`src/rtl/filter_stage_scheduler.sv`:
```
// Tempo-driven stack-depth scheduler: picks the filter stack depth from BPM with hysteresis,
// commits changes only on frame starts after a stability check, and times the beat-driven zoom window.
module filter_stage_scheduler #(
    parameter int unsigned LOW_THRESH    = 100,
    parameter int unsigned HIGH_THRESH   = 140,
    parameter int unsigned HYST          = 8,
    parameter int unsigned STABLE_FRAMES = 2,
    parameter int unsigned ZOOM_CYCLES   = 1024
) (
    input  logic        clk,
    input  logic        reset,
    input  logic        enable,
    input  logic        frame_start,
    input  logic [15:0] BPM_estimate,
    input  logic        beat_detected,
    output logic [1:0]  mode,
    output logic        mode_changed,
    output logic        zoom_active,
    output logic [7:0]  beat_count
);

    localparam int ZW = $clog2(ZOOM_CYCLES + 1);
    localparam logic [15:0]   LOW_T     = 16'(LOW_THRESH);
    localparam logic [15:0]   HIGH_T    = 16'(HIGH_THRESH);
    localparam logic [15:0]   HYST_T    = 16'(HYST);
    localparam logic [3:0]    SF        = 4'(STABLE_FRAMES);
    localparam logic [ZW-1:0] ZOOM_LOAD = ZW'(ZOOM_CYCLES);
    localparam logic [ZW-1:0] ZOOM_ONE  = ZW'(1);

    typedef enum logic {
        ST_STABLE,
        ST_PENDING
    } schedState_e;

    schedState_e   state_q, state_d;
    logic [1:0]    mode_q, mode_d;
    logic [1:0]    pend_q, pend_d;
    logic [3:0]    pcnt_q, pcnt_d;
    logic          modeChanged_q;
    logic [ZW-1:0] zoomCnt_q, zoomCnt_d;
    logic          zoomActive_q;
    logic          beat_q, beatDly_q;
    logic [7:0]    beatCount_q;

    logic          commit;
    logic          beatRise;
    logic [16:0]   hystSum;
    logic [15:0]   hystBpm;
    logic [1:0]    rawNow, rawHyst, cand;

    function automatic logic [1:0] rawMode(input logic [15:0] b);
        if (b < LOW_T) begin
            return 2'd1;
        end else if (b < HIGH_T) begin
            return 2'd2;
        end
        return 2'd3;
    endfunction

    // Downward moves are judged on BPM+HYST so a tempo hovering at a threshold cannot chatter.
    always_comb begin
        hystSum = {1'b0, BPM_estimate} + {1'b0, HYST_T};
        hystBpm = hystSum[16] ? 16'hFFFF : hystSum[15:0];
        rawNow  = rawMode(BPM_estimate);
        rawHyst = rawMode(hystBpm);
        if (!enable || BPM_estimate == 16'd0) begin
            cand = 2'd0;
        end else if (rawNow >= mode_q) begin
            cand = rawNow;
        end else if (rawHyst >= mode_q) begin
            cand = mode_q;
        end else begin
            cand = rawHyst;
        end
    end

    always_comb begin
        state_d = state_q;
        mode_d  = mode_q;
        pend_d  = pend_q;
        pcnt_d  = pcnt_q;
        commit  = 1'b0;
        if (frame_start) begin
            if (cand == 2'd0 && mode_q != 2'd0) begin
                mode_d  = 2'd0;
                commit  = 1'b1;
                state_d = ST_STABLE;
            end else begin
                case (state_q)
                    ST_STABLE: begin
                        if (cand != mode_q) begin
                            if (SF == 4'd1) begin
                                mode_d = cand;
                                commit = 1'b1;
                            end else begin
                                pend_d  = cand;
                                pcnt_d  = 4'd1;
                                state_d = ST_PENDING;
                            end
                        end
                    end
                    ST_PENDING: begin
                        if (cand == mode_q) begin
                            state_d = ST_STABLE;
                        end else if (cand != pend_q) begin
                            pend_d = cand;
                            pcnt_d = 4'd1;
                        end else begin
                            pcnt_d = pcnt_q + 4'd1;
                            if (pcnt_q + 4'd1 == SF) begin
                                mode_d  = pend_q;
                                commit  = 1'b1;
                                state_d = ST_STABLE;
                            end
                        end
                    end
                    default: state_d = ST_STABLE;
                endcase
            end
        end
    end

    assign beatRise = beat_q & ~beatDly_q;

    // The next mode gates the load, so a BYPASS commit beats a simultaneous rise.
    always_comb begin
        zoomCnt_d = zoomCnt_q;
        if (commit && mode_d == 2'd0) begin
            zoomCnt_d = '0;
        end else if (beatRise && mode_d != 2'd0) begin
            zoomCnt_d = ZOOM_LOAD;
        end else if (zoomCnt_q != '0) begin
            zoomCnt_d = zoomCnt_q - ZOOM_ONE;
        end
    end

    always_ff @(posedge clk or negedge reset) begin
        if (!reset) begin
            state_q       <= ST_STABLE;
            mode_q        <= 2'd0;
            pend_q        <= 2'd0;
            pcnt_q        <= 4'd0;
            modeChanged_q <= 1'b0;
            zoomCnt_q     <= '0;
            zoomActive_q  <= 1'b0;
            beat_q        <= 1'b0;
            beatDly_q     <= 1'b0;
            beatCount_q   <= 8'd0;
        end else begin
            state_q       <= state_d;
            mode_q        <= mode_d;
            pend_q        <= pend_d;
            pcnt_q        <= pcnt_d;
            modeChanged_q <= commit;
            zoomCnt_q     <= zoomCnt_d;
            zoomActive_q  <= (zoomCnt_d != '0) && (mode_d != 2'd0);
            beat_q        <= beat_detected;
            beatDly_q     <= beat_q;
            if (beatRise) begin
                beatCount_q <= beatCount_q + 8'd1;
            end
        end
    end

    assign mode         = mode_q;
    assign mode_changed = modeChanged_q;
    assign zoom_active  = zoomActive_q;
    assign beat_count   = beatCount_q;

endmodule
```
`config.mk`:
```
export PLATFORM = sky130hd
export DESIGN_NAME = filter_stage_scheduler
export DESIGN_NICKNAME = d
export VERILOG_FILES = /design/src/rtl/filter_stage_scheduler.sv
export SDC_FILE = /design/constraint.sdc
export NUM_CORES = 1
export LEC_CHECK = 0
export CORE_ASPECT_RATIO = 1.25
export CORE_UTILIZATION = 30
export CTS_BUF_LIST = sky130_fd_sc_hd__clkbuf_16
export DETAILED_ROUTE_END_ITERATION = 10
export PLACE_DENSITY_LB_ADDON = 0.25
export SLEW_MARGIN = 40
export SYNTH_ARGS = -nofsm -noshare
export SYNTH_HDL_FRONTEND = slang
export SYNTH_SLANG_ARGS = --single-unit
```
`constraint.sdc`:
```
create_clock -name clk -period 2.7 [get_ports clk]
set_input_delay 0.675 -clock clk [delete_from_list [all_inputs] [get_ports clk]]
set_output_delay 0.675 -clock clk [all_outputs]
set_load 0.005 [all_outputs]
```
==> out/results.ini, run 1 <==
[status]
status = complete, but fails checks
violations = negative setup slack

[sta]
period_share_pct = 137
hold_slack_ns = 0.369
worstMarginPinSlew_ns = 0.650
setup_viol = 22
max_freq_mhz = 271
fin_worst_skew_ns = 0.00354
min_period_ns = 3.69
slew_violations = 0
finalHoldViolations = 0
grt_setup_unrepaired = true
setup_slack_ns = -0.988
totalNegativeSetupSlack_ns = -20.09
max_slew_margin_pct = 56.7

[logic_synthesis]
synth_nets = 285
synth_warnings = 0
synthMuxAreaShare_pct = 4.68
yosys.area_share.simple_pct = 23.0
netlist_area_um2 = 2350
ys_ff_latch = 32
synth_cells = 254
synth_xor_area_share_pct = 6.70
synth-main-ff-cell = dfrtp_1
synth-compound-area-share_pct = 21.8
synth_top_family_by_area = simple AND/OR/NAND/NOR gates
synth_enable_flop_cells = 0
ys_async_sr_fraction_pct = 100
synth-adder-area-share_pct = 5.32
synth-seq-area-share_pct = 34.0
synth_cell_types = 57
syn-mean-instance-area_um2 = 9.26

[placed_design]
dp_hpwl_mm = 4.68
io_buffers = 32
pre_cts_slack_ns = -1.80
gp_congestion = 0.847
place_inst = 432

[cts]
clockBufferDepth = 2
cts_tree = done
htree_levels = 2
clock_latency_ns = 0.27
root_buffer = clkbuf_16
hold_buffers = 0
cts_sinks = 32
clk_pin_slew_worst_paths_ns = 0.05
numCtsBuffers = 5

[final_layout]
fin_nets = 393
layout_commonest_cell = buf_4
drive_above_1_share_pct = 43.0
n_fill_cell = 718
seq_area_um2 = 801
antenna_cells = 0
area_growth_pct = 62.7
multi_input_area_um2 = 1800
final_cell_mix = buf_4 (72), dfrtp_1 (32), clkdlybuf4s50_1 (18)
fin_cells = 455

[routing]
wl_met3_um = 189
routed.top_layer = met4
vias = 2363
drt-total-wl_mm = 6.51
route.detailed.drc = 0
ant_nets = 0
drt_first_pass_iters = 4
met1_length_mm = 2.72
dr_wl_met2_mm = 3.53
wl_per_cell_um = 14.3
vias_per_cell = 5.19
drt_iter0_drc = 50

[critical_path]
r2r_start = mode[0]$_DFF_PN0_
required_ns = 2.87
reg2reg_to = zoomCnt_q[8]$_DFF_PN0_
reg2reg_depth = 11
cp_data_arrival_time_ns = 3.86
path_buf_inv = 3
rrSetupSlack_ns = -0.04
worst_setup_path_end_kind = register
max_stage_delay_ns = 0.35
cpLargestDelayFamily = compound AO/OA/AOI/OAI gates
crit_path_cell_trace = buf_8 > ha_4 > a311o_1 > a221oi_2 > nand4_2 > nand3b_1 > buf_4 > ha_4 > a21oi_4 > nor3_2 > a211oi_2 > o31a_1 > mux2i_2 > nor2_2 > buf_12 > a2111oi_4
worst_path_max_delay_cell = a311o_1
cp-start-kind = input port
path_common_cell = ha_4
critPathMaxFanout = 8
critPathKind = in -> reg

[grt]
grt_pass1_wl_mm = 11.2
groute.usage.overall_pct = 17.6
grt_pass1_vias = 2419
gr-total-overflow = 0
antenna_found_initial = 0
grt_max_degree = 33

[die]
initial_core_util_pct = 31.4
core_um2 = 7490
die_w_um = 81.2
rows = 35
pin_count = 33
design.die.area_um2 = 8200
die_height_um = 101

[run]
cap_violations = 0

[min_path]
hold_path.class = reg -> reg
min_to = beatDly_q$_DFF_PN0_
hold_start = beat_q$_DFF_PN0_
holdPathStages = 0

[power]
power.density_nw_per_um2 = 864
power_leakage_nw = 1.59
p_total_w = 0.00331
peakVddDrop_mv = 0.632

==> power breakdown <==
group | switching, W | internal [W] | leakage (nW)
Sequential | 0.000169 | 0.000660 | 0.399
Clock | 0.000187 | 0.000330 | 0.0738
Combinational | 0.000937 | 0.00103 | 1.12
==> stage by stage <==
stage / utilization, % / instance area [um^2]
6_report: 51.1 / 3830
2_1_floorplan: - / 2460
3_3_place_gp: 44.2 / 3310
3_5_place_dp: 44.2 / 3310
4_1_cts: 50.2 / 3760
5_1_grt: 51.1 / 3830
==> kinds of logic (layout without fill, tap and decap cells) <==
kind of cell             after synthesis  count (layout)
multiplexers                          10              10
AND/OR/NAND/NOR                       99              99
XOR/XNOR                              18              18
buffers and inverters                 22             131
flip-flops                            32              32
adder cells (fa/ha/maj)               10              10
AO/OA/AOI/OAI                         63              63
==> synth_stat cells (all sizes together), types with 3 or more instances <==
master / number / area [um^2]
o22ai: 3 / 18.8
a21oi: 11 / 55.1
o31ai: 3 / 22.5
nor4: 4 / 25.0
a211oi: 12 / 90.1
and3: 5 / 31.3
nand2b: 3 / 18.8
buf: 5 / 42.5
xnor2: 10 / 87.6
and2: 7 / 43.8
nand2: 19 / 73.8
nor3b: 3 / 22.5
dfrtp: 32 / 801
nand3: 16 / 85.1
mux2i: 5 / 50.1
o221ai: 3 / 26.3
nand4: 7 / 50.1
xor2: 8 / 70.1
nor2b: 4 / 25.0
nor3: 9 / 45.0
a2111oi: 5 / 65.1
o31a: 3 / 26.3
a311o: 3 / 30.0
mux2: 5 / 60.1
nor2: 15 / 56.3
ha: 10 / 125
inv: 13 / 48.8
clkbuf: 4 / 15.0
==> routing by layer <==
metal	track usage [%]	vias to the layer above
li1	-	1181
met1	19.8	1138
met2	33.8	38
met3	2.44	6
met4	4.53	0
met5	0	-
==> worst max path at each step <==
stage,to,depth (start not counted),slack [ns],from
after global placement,zoom_active$_DFF_PN0_,16,-1.71,BPM_estimate[3]
after detailed placement,zoom_active$_DFF_PN0_,16,-1.80,BPM_estimate[3]
final,zoomCnt_q[8]$_DFF_PN0_,16,-0.99,BPM_estimate[3]
after global routing,zoomCnt_q[8]$_DFF_PN0_,16,-1.18,BPM_estimate[3]
after CTS,zoomCnt_q[4]$_DFF_PN0_,18,-1.04,BPM_estimate[5]
after floorplan,zoomCnt_q[9]$_DFF_PN0_,16,-1.01,BPM_estimate[5]
==> sequential cells by signal, indices dropped and copies added (netlist names) <==
register	count
state_q	1
mode	2
pend_q	2
pcnt_q	4
beat_count	8
zoom_active	1
beatDly_q	1
beat_q	1
zoomCnt_q	11
mode_changed	1
==> cell type report <==
cell class,instances,share of cell area [%]
repair buffers,110,24.1
well taps,92,3.01
inverters,13,1.27
clock inverters,3,0.294
clock buffers,5,3.27
multi-input cells,200,47.1
flip-flops and latches,32,20.9
==> what timing repair did <==
| action | in CTS | in global routing |
|---|---|---|
| endpoints found under the setup margin | 22 | 22 |
| setup buffers | 13 | 3 |
| pin swaps | 35 | 14 |
| gates cloned | 0 | 0 |
| gates resized for setup | 94 | 10 |
No activity file was read; power rests on OpenSTA's default activity.
==> run 2: changes to the inputs <==
CTS_CLUSTER_DIAMETER = 150   (was default)
==> results of run 2 <==
No change in the layout: final DEF, timing and power equal those of run 1.
